<file path="src/rtl/pipe_fifo_if.sv">
// Ready/valid handshake bundle for pipe_fifo: upstream push side, downstream pop side,
// flush control and status outputs.
interface pipe_fifo_if #(
  parameter int unsigned DATA_W = 64,
  parameter int unsigned DEPTH  = 2,
  parameter int unsigned CNT_W  = 32
);
  localparam int unsigned OCC_W = $clog2(DEPTH) + 1;

  logic              flush;
  logic              i_valid;
  logic              i_ready;
  logic [DATA_W-1:0] i_data;
  logic              o_valid;
  logic              o_ready;
  logic [DATA_W-1:0] o_data;
  logic [OCC_W-1:0]  count;
  logic [CNT_W-1:0]  stall_cnt;

  // Environment side: drives pushes, pops and flush.
  modport master (
    output flush, i_valid, i_data, o_ready,
    input  i_ready, o_valid, o_data, count, stall_cnt
  );

  // FIFO side.
  modport slave (
    input  flush, i_valid, i_data, o_ready,
    output i_ready, o_valid, o_data, count, stall_cnt
  );
endinterface

</file>
<file path="src/rtl/pipe_fifo.sv">
// Pipeline buffer with ready/valid on both sides, synchronous flush and a saturating
// stall counter. All handshake outputs depend only on registered occupancy.
module pipe_fifo #(
  parameter int unsigned DATA_W = 64,
  parameter int unsigned DEPTH  = 2,
  parameter int unsigned CNT_W  = 32
) (
  input logic        clk,
  input logic        rst_n,
  pipe_fifo_if.slave bus
);
  localparam int unsigned PTR_W = $clog2(DEPTH);
  localparam int unsigned OCC_W = PTR_W + 1;

  logic [DATA_W-1:0] mem [DEPTH];
  logic [PTR_W-1:0]  wr_ptr_q, wr_ptr_d;
  logic [PTR_W-1:0]  rd_ptr_q, rd_ptr_d;
  logic [OCC_W-1:0]  count_q, count_d;
  logic [CNT_W-1:0]  stall_q, stall_d;
  logic              full, empty, push, pop;

  assign full  = (count_q == OCC_W'(DEPTH));
  assign empty = (count_q == '0);
  assign push  = bus.i_valid && !full;
  assign pop   = bus.o_ready && !empty;

  always_comb begin
    wr_ptr_d = wr_ptr_q;
    rd_ptr_d = rd_ptr_q;
    count_d  = count_q;
    if (bus.flush) begin
      // Flush wins over any handshake completing on the same edge.
      wr_ptr_d = '0;
      rd_ptr_d = '0;
      count_d  = '0;
    end else begin
      if (push) wr_ptr_d = wr_ptr_q + PTR_W'(1);
      if (pop)  rd_ptr_d = rd_ptr_q + PTR_W'(1);
      unique case ({push, pop})
        2'b10:   count_d = count_q + OCC_W'(1);
        2'b01:   count_d = count_q - OCC_W'(1);
        default: count_d = count_q;
      endcase
    end
  end

  always_comb begin
    stall_d = stall_q;
    if (!empty && !bus.o_ready && (stall_q != '1)) stall_d = stall_q + CNT_W'(1);
  end

  always_ff @(posedge clk or negedge rst_n) begin
    if (!rst_n) begin
      wr_ptr_q <= '0;
      rd_ptr_q <= '0;
      count_q  <= '0;
      stall_q  <= '0;
    end else begin
      wr_ptr_q <= wr_ptr_d;
      rd_ptr_q <= rd_ptr_d;
      count_q  <= count_d;
      stall_q  <= stall_d;
    end
  end

  // Storage is intentionally not reset; empty slots are masked on o_data.
  always_ff @(posedge clk) begin
    if (push && !bus.flush) mem[wr_ptr_q] <= bus.i_data;
  end

  assign bus.i_ready   = !full;
  assign bus.o_valid   = !empty;
  assign bus.o_data    = empty ? '0 : mem[rd_ptr_q];
  assign bus.count     = count_q;
  assign bus.stall_cnt = stall_q;
endmodule

</file>
<file path="src/flat_wrapper.sv">
// flat-port wrapper written by rule: the top's interface ports become plain ports
module pipe_fifo_flat 
#(
  parameter int unsigned DATA_W = 64,
  parameter int unsigned DEPTH  = 2,
  parameter int unsigned CNT_W  = 32
)
  (clk, rst_n, bus_flush, bus_i_valid, bus_i_data, bus_o_ready, bus_i_ready, bus_o_valid, bus_o_data, bus_count, bus_stall_cnt);
  pipe_fifo_if #(.DATA_W(DATA_W), .DEPTH(DEPTH), .CNT_W(CNT_W)) bus_i ();
  input logic clk;
  input logic rst_n;
  input wire logic [$bits(bus_i.flush)-1:0] bus_flush;
  input wire logic [$bits(bus_i.i_valid)-1:0] bus_i_valid;
  input wire logic [$bits(bus_i.i_data)-1:0] bus_i_data;
  input wire logic [$bits(bus_i.o_ready)-1:0] bus_o_ready;
  output wire logic [$bits(bus_i.i_ready)-1:0] bus_i_ready;
  output wire logic [$bits(bus_i.o_valid)-1:0] bus_o_valid;
  output wire logic [$bits(bus_i.o_data)-1:0] bus_o_data;
  output wire logic [$bits(bus_i.count)-1:0] bus_count;
  output wire logic [$bits(bus_i.stall_cnt)-1:0] bus_stall_cnt;
  assign bus_i.flush = bus_flush;
  assign bus_i.i_valid = bus_i_valid;
  assign bus_i.i_data = bus_i_data;
  assign bus_i.o_ready = bus_o_ready;
  assign bus_i_ready = bus_i.i_ready;
  assign bus_o_valid = bus_i.o_valid;
  assign bus_o_data = bus_i.o_data;
  assign bus_count = bus_i.count;
  assign bus_stall_cnt = bus_i.stall_cnt;
  pipe_fifo #(.DATA_W(DATA_W), .DEPTH(DEPTH), .CNT_W(CNT_W)) u_core (.clk(clk), .rst_n(rst_n), .bus(bus_i));
endmodule
</file>
<file path="config.mk">
export PLATFORM = sky130hd
export DESIGN_NAME = pipe_fifo_flat
export DESIGN_NICKNAME = d
export VERILOG_FILES = /design/src/rtl/pipe_fifo_if.sv /design/src/rtl/pipe_fifo.sv /design/src/flat_wrapper.sv
export SDC_FILE = /design/constraint.sdc
export NUM_CORES = 1
export LEC_CHECK = 0
export CORE_ASPECT_RATIO = 0.75
export CORE_MARGIN = 2
export CORE_UTILIZATION = 40
export CTS_CLUSTER_SIZE = 20
export DETAILED_ROUTE_END_ITERATION = 6
export DONT_BUFFER_PORTS = 1
export GPL_ROUTABILITY_DRIVEN = 0
export PLACE_DENSITY = 0.61
export SYNTH_ARGS = -nofsm -noshare
export SYNTH_HDL_FRONTEND = slang
export SYNTH_SLANG_ARGS = --single-unit
</file>
<file path="constraint.sdc">
create_clock -name clk -period 17.9 [get_ports clk]
set_input_delay 0.895 -clock clk [delete_from_list [all_inputs] [get_ports clk]]
set_output_delay 0.895 -clock clk [all_outputs]
set_load 0.02 [all_outputs]
</file>
==> flow_metrics.env <==
export IMPL_status="completed"
export IMPL_firstDrtPassIters=4
export IMPL_async_reset_ff_share_pct=22.0
export IMPL_worstSetupStartpointType="flip-flop"
export IMPL_cts_sinks=164
export IMPL_setup_violations=0
export IMPL_grt_use_total_pct=14.8
export IMPL_hold_buffers=0
export IMPL_wl_per_cell_um=18.7
export IMPL_fmax_ghz=0.301
export IMPL_worst_pin_slew_ns=0.866
export IMPL_ys_types=35
export IMPL_synth_top_area_share_pct=58.4
export IMPL_drt_iter0_drc=273
export IMPL_synthFlopType="edfxtp_1"
export IMPL_finalSetupTns_ns=0
export IMPL_synth_area_leaders="edfxtp_1 58%, dfrtp_1 14%, mux2i_1 9.9%"
export IMPL_num_vias=3535
export IMPL_static_leakage_power_nw=2.66
export IMPL_drc_errors=0
export IMPL_synthCells=446
export IMPL_cts_buffers=17
export IMPL_ir_drop_mv=0.0932
export IMPL_dieArea_sq_um=17500
export IMPL_critPathCaptureType="output port"
export IMPL_rows=40
export IMPL_antenna_found_initial=0
export IMPL_ys_seq_elements=164
export IMPL_post_cts_buffers=0
export IMPL_rsz0062_at_grt="false"
export IMPL_synth_nets=516
export IMPL_n_antenna_cell=0
export IMPL_ios=169
export IMPL_cp_arrival_ns=2.42
export IMPL_hold_violations=0
export IMPL_via_per_inst=5.24
export IMPL_clock_root_buffer="clkbuf_16"
export IMPL_grt_pass1_vias=3453
export IMPL_cp_max_fo=44
export IMPL_htree_levels=4
export IMPL_fin_crit_ns=3.32
export IMPL_cts_tree="done"
export IMPL_synth_area_sq_um=6580
export IMPL_cap_violations=0
export IMPL_start_util_pct=41.0
export IMPL_hp_class="primary input to async pin"
export IMPL_clk_pin_slew_worst_paths_ns=0.06
export IMPL_synth_area_per_cell_sq_um=14.8
export IMPL_power_density_nw_per_um2=124
export IMPL_clock_latency_ns=0.41
export IMPL_grt_ovfl_total=0
export IMPL_area_growth_syn_to_layout_pct=13.9
export IMPL_die_y_um=115
export IMPL_chipWidth_um=152
export IMPL_critical_path_class="flip-flop to output port"
export IMPL_maxSlewHeadroom_pct=42.3
export IMPL_core_sq_um=16100
export IMPL_layout_drive_gt1_share_pct=9.89
export IMPL_grt_pass1_wl_mm=19.4
export IMPL_ant_nets=0
export IMPL_final_nets=522
export IMPL_grt_max_degree=70
export IMPL_synth_most_common_cell="edfxtp_1"
export IMPL_finalCritPeriodShare_pct=18.5
export IMPL_synth_seq_area_share_pct=72.1
export IMPL_power_uw=928
export IMPL_slew_viol_final=0
export IMPL_dpl_hpwl_mm=8.47
export IMPL_ys_warn_count=0
export IMPL_skew_ns=0.00462
export IMPL_portBuffers=0
export IMPL_crit_required_ns=17.01
export IMPL_max_clock_path_buffers=2
export IMPL_synth_edff_count=128
export IMPL_synth_common_cells="128 x edfxtp_1, 85 x nor2_1, 65 x mux2i_1"
export IMPL_wl_mm=12.6
export IMPL_ctsResizeCount=0
export IMPL_synth_top_area_cell="edfxtp_1"
[report_power, final]
| group | switching, mW | internal (mW) |
|---|---|---|
| Sequential | 0.0259 | 0.432 |
| Clock | 0.151 | 0.252 |
| Combinational | 0.0466 | 0.0201 |
| Total | 0.223 | 0.705 |
[routing by layer]
layer | up-vias | GRT usage (%) | wire length [um]
met5 | - | 0 | 0
met4 | 0 | 5.73 | 187
met3 | 12 | 7.54 | 1120
met2 | 120 | 22.4 | 5950
met1 | 1752 | 18.1 | 5340
li1 | 1651 | - | -
[flip-flops by register name, indices dropped and copies added, names as in the netlist]
signal                flops
u_core.bus.count          2
u_core.wr_ptr_q           1
u_core.mem              128
u_core.bus.stall_cnt     32
u_core.rd_ptr_q           1
[cell usage in the layout, fill, tap and decap left out, types with 5 or more instances in the layout]
cell         n
bufinv_16    5
nand4_1      7
nand3_1     13
dfrtp_1     35
xnor2_1     10
inv_6        5
xor2_1      17
clkbuf_16   17
mux2i_1     65
nand2_1     13
a21oi_1      5
and3_1       9
edfxtp_1   128
and4_1       7
nor2_1      84
[final timing paths]
kind	from	slack, ns	end	depth (start not counted)
max in group asynchronous	rst_n	17.64	u_core.bus.stall_cnt[3]	0
worst min-delay path	rst_n	0.17	u_core.bus.stall_cnt[22]	0
worst min register to register	u_core.wr_ptr_q	0.60	u_core.wr_ptr_q	2
min in group clk	bus_flush	0.54	u_core.wr_ptr_q	1
worst max-delay path	u_core.rd_ptr_q	14.58	bus_o_data[0]	3
worst max register to register	u_core.bus.count[0]	15.38	u_core.mem[1][2]	4
[per-stage QoR]
stage	area (sq um)	hold slack (ns)	cells	setup WS, ns	utilization (%)
global route	7490	0.126	675	14.45	46.7
CTS	7490	0.142	675	14.54	46.7
finish	7490	0.168	675	14.58	46.7
floorplan	6580	0.519	446	11.63	-
global placement	6830	0.554	643	15.03	42.5
detailed placement	6830	0.595	643	15.00	42.5
[logic make-up (layout without fill, tap and decap cells)]
logic type | Yosys count | after routing | share of synthesized area [%]
simple gates | 151 | 151 | 10.9
buf+inv | 20 | 39 | 1.18
fa+ha+maj | 1 | 1 | 0.190
xor+xnor | 27 | 27 | 3.59
mux | 67 | 67 | 10.2
flops | 164 | 164 | 72.1
compound gates | 16 | 16 | 1.81
[worst max-delay path: stages (launching register included)]
cell	delay [ns]
dfrtp_4	0.67
buf_4	0.66
mux2i_1	0.23
nor2_1	0.37
[area by class of cell]
type | instances | area, sq um
Clock buffer | 18 | 429
Clock inverter | 14 | 238
Fill cell | 1388 | 8570
Inverter | 3 | 11.3
Multi-Input combinational cell | 262 | 1780
Sequential cell | 164 | 4750
Tap cell | 210 | 263
Timing Repair Buffer | 4 | 30.0
Power figures use the tool's default switching activity.
